`config.mk`:
```
export PLATFORM = sky130hd
export DESIGN_NAME = musb_timer
export DESIGN_NICKNAME = d
export VERILOG_FILES = /design/src/rtl/musb_timer_defines.sv /design/src/rtl/timer_prescaler.sv /design/src/rtl/musb_timer.sv
export SDC_FILE = /design/constraint.sdc
export NUM_CORES = 1
export LEC_CHECK = 0
export ABC_AREA = 1
export CAP_MARGIN = 20
export CORE_ASPECT_RATIO = 0.8
export CORE_UTILIZATION = 50
export CTS_BUF_LIST = sky130_fd_sc_hd__clkbuf_4
export CTS_CLUSTER_SIZE = 12
export DETAILED_ROUTE_END_ITERATION = 10
export PLACE_DENSITY = 0.71
export SYNTH_ARGS = -nofsm -noshare
export SYNTH_HDL_FRONTEND = slang
export SYNTH_SLANG_ARGS = --single-unit
```
`constraint.sdc`:
```
create_clock -name clk -period 2.8 [get_ports clk]
set_input_delay 0.56 -clock clk [delete_from_list [all_inputs] [get_ports clk]]
set_output_delay 0.56 -clock clk [all_outputs]
set_load 0.01 [all_outputs]
```
`src/rtl/musb_timer_defines.sv`:
```
// rtl/musb_timer_defines.sv - register map, bit indices and bus FSM states shared by musb_timer
package musb_timer_defines;

  localparam logic [1:0] TIMER_CTRL    = 2'd0;
  localparam logic [1:0] TIMER_COUNT   = 2'd1;
  localparam logic [1:0] TIMER_COMPARE = 2'd2;
  localparam logic [1:0] TIMER_STATUS  = 2'd3;

  localparam int CTRL_EN           = 0;
  localparam int CTRL_AUTO_RELOAD  = 1;
  localparam int CTRL_IE           = 2;
  localparam int CTRL_PRESCALE_LSB = 16;

  localparam int STATUS_MATCH = 0;
  localparam int STATUS_OVF   = 1;

  typedef enum logic {
    IDLE = 1'b0,
    RESP = 1'b1
  } bus_state_e;

  // Replace only the bytes whose write strobe is set.
  function automatic logic [31:0] byte_merge(input logic [31:0] old_val,
                                             input logic [31:0] new_val,
                                             input logic [3:0]  lanes);
    logic [31:0] res;
    res = old_val;
    for (int i = 0; i < 4; i++) begin
      if (lanes[i]) res[8*i +: 8] = new_val[8*i +: 8];
    end
    return res;
  endfunction

endpackage

```
`src/rtl/timer_prescaler.sv`:
```
// rtl/timer_prescaler.sv - divides the bus clock into one tick every prescale+1 cycles
module timer_prescaler #(
  parameter int PRESCALE_WIDTH = 16
) (
  input  logic                      clk,
  input  logic                      rst,
  input  logic                      enable,
  input  logic [PRESCALE_WIDTH-1:0] prescale,
  input  logic                      restart,
  output logic                      tick
);

  logic [PRESCALE_WIDTH-1:0] cnt_q, cnt_d;

  assign tick = enable && (cnt_q == prescale);

  always_comb begin
    cnt_d = cnt_q + PRESCALE_WIDTH'(1);
    if (!enable || restart || tick) cnt_d = '0;
  end

  always_ff @(posedge clk or negedge rst) begin
    if (!rst) cnt_q <= '0;
    else      cnt_q <= cnt_d;
  end

endmodule

```
`src/rtl/musb_timer.sv`:
```
// rtl/musb_timer.sv - memory-mapped 32-bit timer/compare slave with level match interrupt
module musb_timer
  import musb_timer_defines::*;
#(
  parameter int PRESCALE_WIDTH = 16
) (
  input  logic        clk,
  input  logic        rst,
  input  logic [3:0]  timer_address,
  input  logic [31:0] timer_data_i,
  input  logic [3:0]  timer_wr,
  input  logic        timer_enable,
  output logic [31:0] timer_data_o,
  output logic        timer_ready,
  output logic        timer_interrupt
);

  localparam logic [31:0] CTRL_MASK =
    (((32'd1 << PRESCALE_WIDTH) - 32'd1) << CTRL_PRESCALE_LSB) |
    (32'd1 << CTRL_EN) | (32'd1 << CTRL_AUTO_RELOAD) | (32'd1 << CTRL_IE);

  bus_state_e  state_q, state_d;
  logic [31:0] ctrl_q, ctrl_d;
  logic [31:0] count_q, count_d;
  logic [31:0] compare_q, compare_d;
  logic [1:0]  status_q, status_d;
  logic [31:0] rdata_q, rdata_d;

  logic [1:0]  reg_sel;
  logic        access, is_write;
  logic        wr_ctrl, wr_count, wr_compare, wr_status;
  logic        tick, match_hit, ovf_hit;
  logic [1:0]  status_set, status_clr;
  logic [31:0] rd_mux;
  logic        unused_addr_bits;

  assign reg_sel          = timer_address[3:2];
  assign unused_addr_bits = ^timer_address[1:0];

  // Accesses are only taken in IDLE, so a held enable yields one access every two cycles.
  assign access     = (state_q == IDLE) && timer_enable;
  assign is_write   = |timer_wr;
  assign wr_ctrl    = access && is_write && (reg_sel == TIMER_CTRL);
  assign wr_count   = access && is_write && (reg_sel == TIMER_COUNT);
  assign wr_compare = access && is_write && (reg_sel == TIMER_COMPARE);
  assign wr_status  = access && is_write && (reg_sel == TIMER_STATUS);

  timer_prescaler #(
    .PRESCALE_WIDTH(PRESCALE_WIDTH)
  ) u_prescaler (
    .clk      (clk),
    .rst      (rst),
    .enable   (ctrl_q[CTRL_EN]),
    .prescale (ctrl_q[CTRL_PRESCALE_LSB +: PRESCALE_WIDTH]),
    .restart  (wr_ctrl && (|timer_wr[3:2])),
    .tick     (tick)
  );

  always_comb begin
    state_d = state_q;
    case (state_q)
      IDLE:    if (timer_enable) state_d = RESP;
      RESP:    state_d = IDLE;
      default: state_d = IDLE;
    endcase
  end

  always_comb begin
    rd_mux = '0;
    case (reg_sel)
      TIMER_CTRL:    rd_mux = ctrl_q;
      TIMER_COUNT:   rd_mux = count_q;
      TIMER_COMPARE: rd_mux = compare_q;
      TIMER_STATUS:  rd_mux = {30'd0, status_q};
      default:       rd_mux = '0;
    endcase
  end

  always_comb begin
    match_hit = tick && (count_q == compare_q);
    ovf_hit   = tick && !match_hit && (count_q == 32'hFFFF_FFFF);

    count_d = count_q;
    if (tick) begin
      count_d = (match_hit && ctrl_q[CTRL_AUTO_RELOAD]) ? 32'd0 : count_q + 32'd1;
    end
    // A bus write to COUNT overrides whatever the tick would have produced.
    if (wr_count) count_d = byte_merge(count_q, timer_data_i, timer_wr);

    compare_d = compare_q;
    if (wr_compare) compare_d = byte_merge(compare_q, timer_data_i, timer_wr);

    ctrl_d = ctrl_q;
    if (wr_ctrl) ctrl_d = byte_merge(ctrl_q, timer_data_i, timer_wr) & CTRL_MASK;

    status_set               = '0;
    status_set[STATUS_MATCH] = match_hit;
    status_set[STATUS_OVF]   = ovf_hit;
    status_clr               = (wr_status && timer_wr[0]) ? timer_data_i[1:0] : 2'b00;
    // Set is applied after clear so a same-cycle hardware event is never lost.
    status_d = (status_q & ~status_clr) | status_set;

    rdata_d = rdata_q;
    if (access) rdata_d = is_write ? 32'd0 : rd_mux;
  end

  always_ff @(posedge clk or negedge rst) begin
    if (!rst) begin
      state_q   <= IDLE;
      ctrl_q    <= '0;
      count_q   <= '0;
      compare_q <= '0;
      status_q  <= '0;
      rdata_q   <= '0;
    end else begin
      state_q   <= state_d;
      ctrl_q    <= ctrl_d;
      count_q   <= count_d;
      compare_q <= compare_d;
      status_q  <= status_d;
      rdata_q   <= rdata_d;
    end
  end

  assign timer_data_o    = rdata_q;
  assign timer_ready     = (state_q == RESP);
  assign timer_interrupt = ctrl_q[CTRL_IE] & status_q[STATUS_MATCH];

endmodule

```
; Word-level counts from Yosys, hierarchy flattened
; Index checks and enable logic that the tools add are counted.
[totals]
register_bits = 134
out_inout_bits = 34
[classes]
n_eq_ne = 10
n_mux = 13
reduce_logical = 32
n_bitwise = 5
addsub = 2
[ops]
columns = cell, count
row1 = 32-bit 2-to-1 mux, 4
row2 = 32-bit one-hot mux with 4 select lines, 1
row3 = 32-bit by 1-bit adder with 32-bit output (second input constant), 1
row4 = 32-bit == test, 1
row5 = 32-bit == test (second input constant), 1
row6 = 8-bit 2-to-1 mux, 4
row7 = 2-bit AND reduction, 11
row8 = 16-bit by 1-bit adder with 16-bit output (second input constant), 1
row9 = 16-bit == test, 1
row10 = 16-bit 2-to-1 mux, 1
row11 = 1-bit logical AND, 13
row12 = 2-bit != test (second input constant), 4
row13 = 2-bit == test (second input constant), 2
row14 = 4-bit OR reduction, 1
row15 = 2-bit AND, 1
row16 = 2-bit by 1-bit == test with 1-bit output (second input constant), 1
row17 = 1-bit logical NOT, 2
row18 = 2-bit logical NOT, 1
row19 = 1-bit logical OR, 2
row20 = 2-bit 2-to-1 mux, 1
row21 = 2-bit NOT, 1
row22 = 2-bit bitwise OR, 1
row23 = 1-bit one-hot mux with 2 select lines, 1
row24 = 2-bit nonzero test, 1
row25 = other kinds (4), 4

; Depth between registers and ports, before layout
; Gate-level depths: netlist of the first run.
[depth]
word_depth = 9
mapped_depth = 13

; Cells and area by module
; A second synthesis of the first run with hierarchy kept.
[unflattened]
cells_unflattened = 1104
hier_area_um2 = 8194.1
[by_module_without_submodules]
columns = module, n_inst, area_per_inst_um2, cells_each
row1 = musb_timer, 1, 6936.7, 916
row2 = timer_prescaler, 1, 1257.5, 188

; Worst setup path before layout of the first run
; OpenSTA, ideal clock, no wires.
[synth_timing]
path_kind = input to register
start = input port timer_enable
end = register compare_q[27]
arrival_ns = 1.604
setup_slack_ns = 1.072
stages = 7
t_required_ns = 2.675
cell_sequence = inv_1 > nor2_2 > nand2_1 > nor2_1 > inv_2 > nor2_2 > mux2_2
[synth_via]
elab_chain_len = 4
[synth_rtl]
columns = item, line
row1 = "start, declared", musb_timer.sv:12  ; input logic timer_enable,
row2 = 1-bit logical AND, musb_timer.sv:41  ; assign access = (state_q == IDLE) && timer_enable;
row3 = net access, musb_timer.sv:30  ; logic access, is_write;
row4 = 1-bit logical AND (2 in a row), musb_timer.sv:45  ; assign wr_compare = access && is_write && (reg_sel == TIMER_COMPARE);
row5 = 2-bit AND reduction (no line), --
row6 = "end signal, assigned", musb_timer.sv:119  ; compare_q <= compare_d;
row7 = "end, declared", musb_timer.sv:25  ; logic [31:0] compare_q, compare_d;
; The timed path passes the listed nets, and every way through them passes these cells.
; A chain may end at the register's enable or synchronous reset.

; Worst setup path in the final report of the first run
[layout_timing]
start = register state_q (netlist: timer_ready)
end = output port timer_ready
[layout_lines]
columns = item, line
row1 = "start, declared", musb_timer.sv:22  ; bus_state_e state_q, state_d;
row2 = "start signal, assigned", musb_timer.sv:116  ; state_q <= state_d;
row3 = "end, declared", musb_timer.sv:14  ; output logic timer_ready,
; No word-level cell between the ends.

==> out/qor.yml, run 1 <==
run_status: "complete, no violations"
slew_headroom_pct: 57.5
rrSetupSlack_ns: 0.59
post_cts_buffers: 0
ys_ff_latch: 134
final_cells: 1471
placed_area_mm2: 0.00906
synth_largest_area_cell: "dfrtp_1"
vdd_ir_drop_max_mv: 0.300
area_growth_pct: 16.0
synthCells: 1165
die-height_um: 116
cts_buffer_depth: 2
cp-start-kind: "flop"
fin_crit_sh_pct: 82.5
core_mm2: 0.0158
power_density_mw_per_mm2: 655
drive_gt1_share_pct: 8.68
grt_max_degree: 63
crit_family: "buffers and inverters"
cp_data_arrival_time_ns: 1.75
fin_total_pwr_w: 0.00614
yosysTopAreaCellShare_pct: 41.5
vias_per_cell: 5.39
yosysSeqAreaShare_pct: 41.5
n_fill_cell: 1550
h-tree-depth: 4
nNetsFinal: 1288
io_buffers: 74
syn_area_mm2: 0.00808
cts.sinks: 134
critPathRequiredTime_ns: 2.24
grt_use_total_pct: 30.3
drc_errors: 0
hp-class: "input pin to async pin"
period_minus_slack_ns: 2.31
crit_chain: "clkdlybuf4s50_1"
grt_overflow: 0
antenna_found_initial: 0
timing.final.hold_violations: 0
antenna_left: 0
ioPinCount: 77
cellLeakagePower_nw: 4.69
fp-row-count: 41
slew_violations: 0
ys_warn_count: 0
regArea_mm2: 0.00335
fmax_mhz: 433
synth_area_leaders: "dfrtp_1 41%, nand2_1 16%, o21ai_0 7.7%, nor2_1 6.5%, inv_1 5.9%"
insertion_delay_ns: 0.59
worst-path-buf-inv: 1
finalSetupTns_ns: 0
dp_hpwl_um: 17300
setup_viol: 0
crit_slowest_cell: "clkdlybuf4s50_1"
multi_input_area_mm2: 0.00399
place.gp.congestion: 0.923
first_pass_iters: 5
path_class: "flop to output port"
antenna_cells: 0
initial_core_util_pct: 51.1
syn_nets: 1210
synth.avg_cell_area_um2: 6.94
die_area_mm2: 0.0167
die_w_um: 144
crit_start: "timer_ready"
grt_pass1_wl_um: 37900
clk_transition_reported_paths_ns: 0.11
rr_startpoint: "timer_ready"
cts_tree: "built"
worst_pin_slew_ns: 0.637
rsz0062_at_grt: "no"
route.vias.total: 7928
ys_types: 38
drtIter0Drc: 705
slowest_delay_ns: 0.60
grt_pass1_vias: 7089
stdcell_area_mm2: 0.00937
clock_skew_ns: 0.0236
wl_per_cell_um: 16.1
cts_root_buf: "clkbuf_4"
cts_resized: 0
maxCapViolCount: 0
cp-end-kind: "output port"
dp.cells: 1437
cts_buffers: 17
drt-total-wl_um: 23700
cp_max_fo: 7
-- area by class of cell --
cell class	instances	share of cell area, %
Timing Repair Buffer	98	9.87
Sequential cell	134	35.8
Inverter	144	5.77
Multi-Input combinational cell	848	42.6
Tap cell	215	2.87
Clock inverter	10	1.39
Clock buffer	22	1.76
-- stage by stage --
stage                     worst slack, ns  hold slack (ns)  util [%]
final                               0.491            0.502      59.3
after global routing                0.416            0.528      59.3
after CTS                           0.469            0.520      59.3
after detailed placement            0.167            0.495      57.3
after global placement              0.191            0.490      57.3
after floorplan                      1.07            0.264         -
-- synthesized netlist by cell type (all sizes together) --
master	n
clkbuf	14
o22ai	29
a21boi	1
and2	1
nor3	19
nor2	156
a21oi	72
a221oi	2
xnor2	2
mux2	2
o21ai	137
buf	25
nand2	351
nand3	36
xor2	19
dfrtp	134
nor3b	5
ha	2
inv	144
nor4	1
or2	1
o211ai	1
nand4	11
-- worst paths after layout --
path,endpoint,cells after the start
min in group clk,timer_data_o[10],2
max in group asynchronous,ctrl_q[31],3
worst max register to register,count_q[17],7
worst min-delay path,timer_data_o[8],2
worst max-delay path,timer_ready,1
worst min register to register,timer_data_o[10],2
-- cells by family (layout without fill, tap and decap cells) --
kind of cell	Yosys count	in the layout	synth area share (%)
xor gates and xnor gates	21	21	2.28
AOI/OAI and AO/OA	242	242	15.7
muxes	2	2	0.279
DFF	134	134	41.5
buffers and inverters	183	274	9.15
and+or+nand+nor	581	581	30.8
adders and majority gates	2	2	0.310
-- repair_timing --
item / CTS / global route
endpoints found under the hold margin: 58 / 0
endpoints found under the setup margin: 0 / 0
hold buffers: 1 / 0
-- flip-flops by register name (all words and copies together) (netlist names) --
register and count:
compare_q 32, timer_data_o 32, count_q 32, timer_ready 1
status_q 2, u_prescaler.cnt_q 16, ctrl_q 19
-- layout by cell type (no fill, tap or decap), types with 3 or more instances in the layout --
cell             synthesis  final
nand2_1                341    341
nor2_1                 140    140
dfrtp_1                134    134
inv_1                  128    128
o21ai_0                124    124
clkdlybuf4s50_1          0     73
a21oi_1                 70     70
nand3_1                 30     30
o22ai_1                 29     29
buf_4                    2     23
clkbuf_4                 0     22
xor2_1                  19     19
nor3_1                  17     17
inv_2                   16     16
o21ai_1                 13     13
nor2_2                  10     10
nand4_1                 10     10
nand2_2                  6      6
nor2_4                   5      5
nor3b_1                  5      5
nand3_2                  4      4
nand2_4                  4      4
clkinv_2                 0      3
bufinv_16                0      3
-- where the power goes --
group / switching [W] / internal (W) / total (W)
sequential: 0.000426 / 0.00228 / 0.00270
combinational: 0.00130 / 0.000745 / 0.00204
clock: 0.000736 / 0.000661 / 0.00140
total: 0.00246 / 0.00368 / 0.00614
-- routing by layer --
layer | global-route usage [%] | share of wire [%] | up-vias | routed length [um]
li1 | - | - | 3884 | -
met1 | 45.5 | 49 | 3712 | 11600
met2 | 44.0 | 41 | 303 | 9810
met3 | 5.54 | 7.8 | 29 | 1840
met4 | 9.33 | 1.7 | 0 | 401
met5 | 0 | 0 | - | 0
No activity file was read; power rests on OpenSTA's default activity.
==> run 2: changes to the inputs <==
clock period = 2.21 ns   (was 2.8 ns; I/O delays follow)
==> out/qor.yml, run 2 (synthesized netlist as in run 1, its figures left out) <==
timing.final.hold_violations: 0  # unchanged
die_w_um: 144  # unchanged
n_fill_cell: 1542  # -0.52%
die_area_mm2: 0.0167  # unchanged
nNetsFinal: 1307  # +1.5%
final_cells: 1490  # +1.3%
cp_max_fo: 4  # -3
antenna_left: 0  # unchanged
crit_chain: "clkdlybuf4s50_1"
insertion_delay_ns: 0.57  # -0.02 ns
route.vias.total: 7959  # +0.39%
cts_buffers: 17  # unchanged
post_cts_buffers: 0  # unchanged
final_cell_mix: "341 x nand2_1, 140 x nor2_1, 134 x dfrtp_1, 128 x inv_1, 124 x o21ai_0"
io_buffers: 74  # unchanged
path_class: "flop to output port"
core_mm2: 0.0158  # unchanged
clock_skew_ns: 0.0218  # -0.00181 ns
dp_hpwl_um: 17700  # +2.4%
finalSetupTns_ns: 0  # unchanged
slew_headroom_pct: 68.6  # +11 points
maxCapViolCount: 0  # unchanged
grt_overflow: 0  # unchanged
drtIter0Drc: 786  # +11%
die-height_um: 116  # unchanged
worst_pin_slew_ns: 0.467  # -0.170 ns
grt_pass1_vias: 7344  # +3.6%
area_growth_pct: 19.3
crit_family: "buffers and inverters"
rsz0062_at_grt: "no"
initial_core_util_pct: 51.1  # unchanged
drc_errors: 0  # unchanged
cp-end-kind: "output port"
dp.cells: 1457  # +1.4%
cellLeakagePower_nw: 4.82  # +2.7%
slew_violations: 0  # unchanged
place.gp.congestion: 0.970  # +5.1%
slowest_delay_ns: 0.60  # about the same
layout_commonest_cell: "nand2_1"
vdd_ir_drop_max_mv: 0.378  # +26%
antenna_found_initial: 0  # unchanged
wl_per_cell_um: 16.1  # -0.22%
grt_use_total_pct: 30.5  # +0.21 points
cts_tree: "built"
critPathRequiredTime_ns: 1.77  # -0.47 ns
cts.sinks: 134  # unchanged
ioPinCount: 77  # unchanged
run_status: "complete, no violations"
cp-start-kind: "flop"
power_density_mw_per_mm2: 823  # +26%
cp_data_arrival_time_ns: 1.69  # -0.06 ns
drt-total-wl_um: 23900  # +1.1%
vias_per_cell: 5.34  # -0.89%
antenna_cells: 0  # unchanged
h-tree-depth: 4  # unchanged
clk_transition_reported_paths_ns: 0.12  # about the same
grt_pass1_wl_um: 38200  # +0.84%
grt_max_degree: 45  # -29%
worst-path-buf-inv: 1  # unchanged
drive_gt1_share_pct: 10.0  # +1.4 points
crit_slowest_cell: "clkdlybuf4s50_1"
fin_crit_sh_pct: 96.6
cts_root_buf: "clkbuf_4"
fmax_mhz: 469
hp-class: "input pin to async pin"
cts_buffer_depth: 2  # unchanged
setup_viol: 0  # unchanged
first_pass_iters: 5  # unchanged
period_minus_slack_ns: 2.13
fp-row-count: 41  # unchanged
==> run 2: cell types whose count changed in the layout (fill, tap and decap cells not counted) <==
cell and delta:
bufinv_16 +1, clkbuf_4 -4, buf_4 +11, clkinvlp_4 +2
clkinv_4 +1, buf_12 +8
==> run 2: worst paths after layout <==
check	to	slack (ns)	cells after the start	startpoint
max	timer_ready	0.08	1	timer_ready
min	compare_q[15]	0.36	2	rst
max reg2reg	u_prescaler.cnt_q[12]	0.17	12	u_prescaler.cnt_q[0]
min reg2reg	timer_data_o[10]	0.51	2	timer_data_o[10]
max in group asynchronous	count_q[31]	1.22	3	rst
min in group clk	compare_q[6]	0.44	3	timer_data_i[6]
==> run 2: metal layers <==
layer	GRT usage (%)	part of all wire (%)	vias to the layer above
li1	-	-	3914
met1	45.2	48	3712
met2	44.0	42	300
met3	7.44	8.3	33
met4	8.42	1.5	0
met5	0	0	-
==> run 2: where the power goes <==
group	switching [W]	internal, W	leakage, nW
combinational	0.00167	0.000996	2.99
sequential	0.000522	0.00288	1.66
clock	0.000963	0.000899	0.167
==> run 2: layout make-up <==
| type | count | area, um^2 | area share [%] |
|---|---|---|---|
| clock buffer | 18 | 135 | 1.40 |
| clock inverter | 14 | 184 | 1.91 |
| inverter | 144 | 541 | 5.61 |
| multi-input combinational | 848 | 3990 | 41.4 |
| sequential | 134 | 3350 | 34.8 |
| tap | 215 | 269 | 2.79 |
| timing repair buffer | 117 | 1170 | 12.1 |
==> run 2: what timing repair did <==
action,4_1_cts,5_1_grt
hold buffers,1,0
endpoints found under the hold margin,41,0
gates resized for setup,0,0
==> run 2: through the flow <==
| step | util (%) | setup slack [ns] | total power [W] | hold WS, ns | instance area (um^2) |
|---|---|---|---|---|---|
| CTS | 61.0 | 0.0876 | 0.00791 | 0.337 | 9640 |
| global route | 61.0 | 0.0183 | 0.00851 | 0.355 | 9640 |
| floorplan | - | 0.588 | 0.00521 | 0.146 | 8080 |
| finish | 61.0 | 0.0762 | 0.00793 | 0.357 | 9640 |
| detailed placement | 58.9 | -0.0514 | 0.00605 | 0.403 | 9310 |
| global placement | 58.9 | -0.00787 | 0.00598 | 0.400 | 9310 |
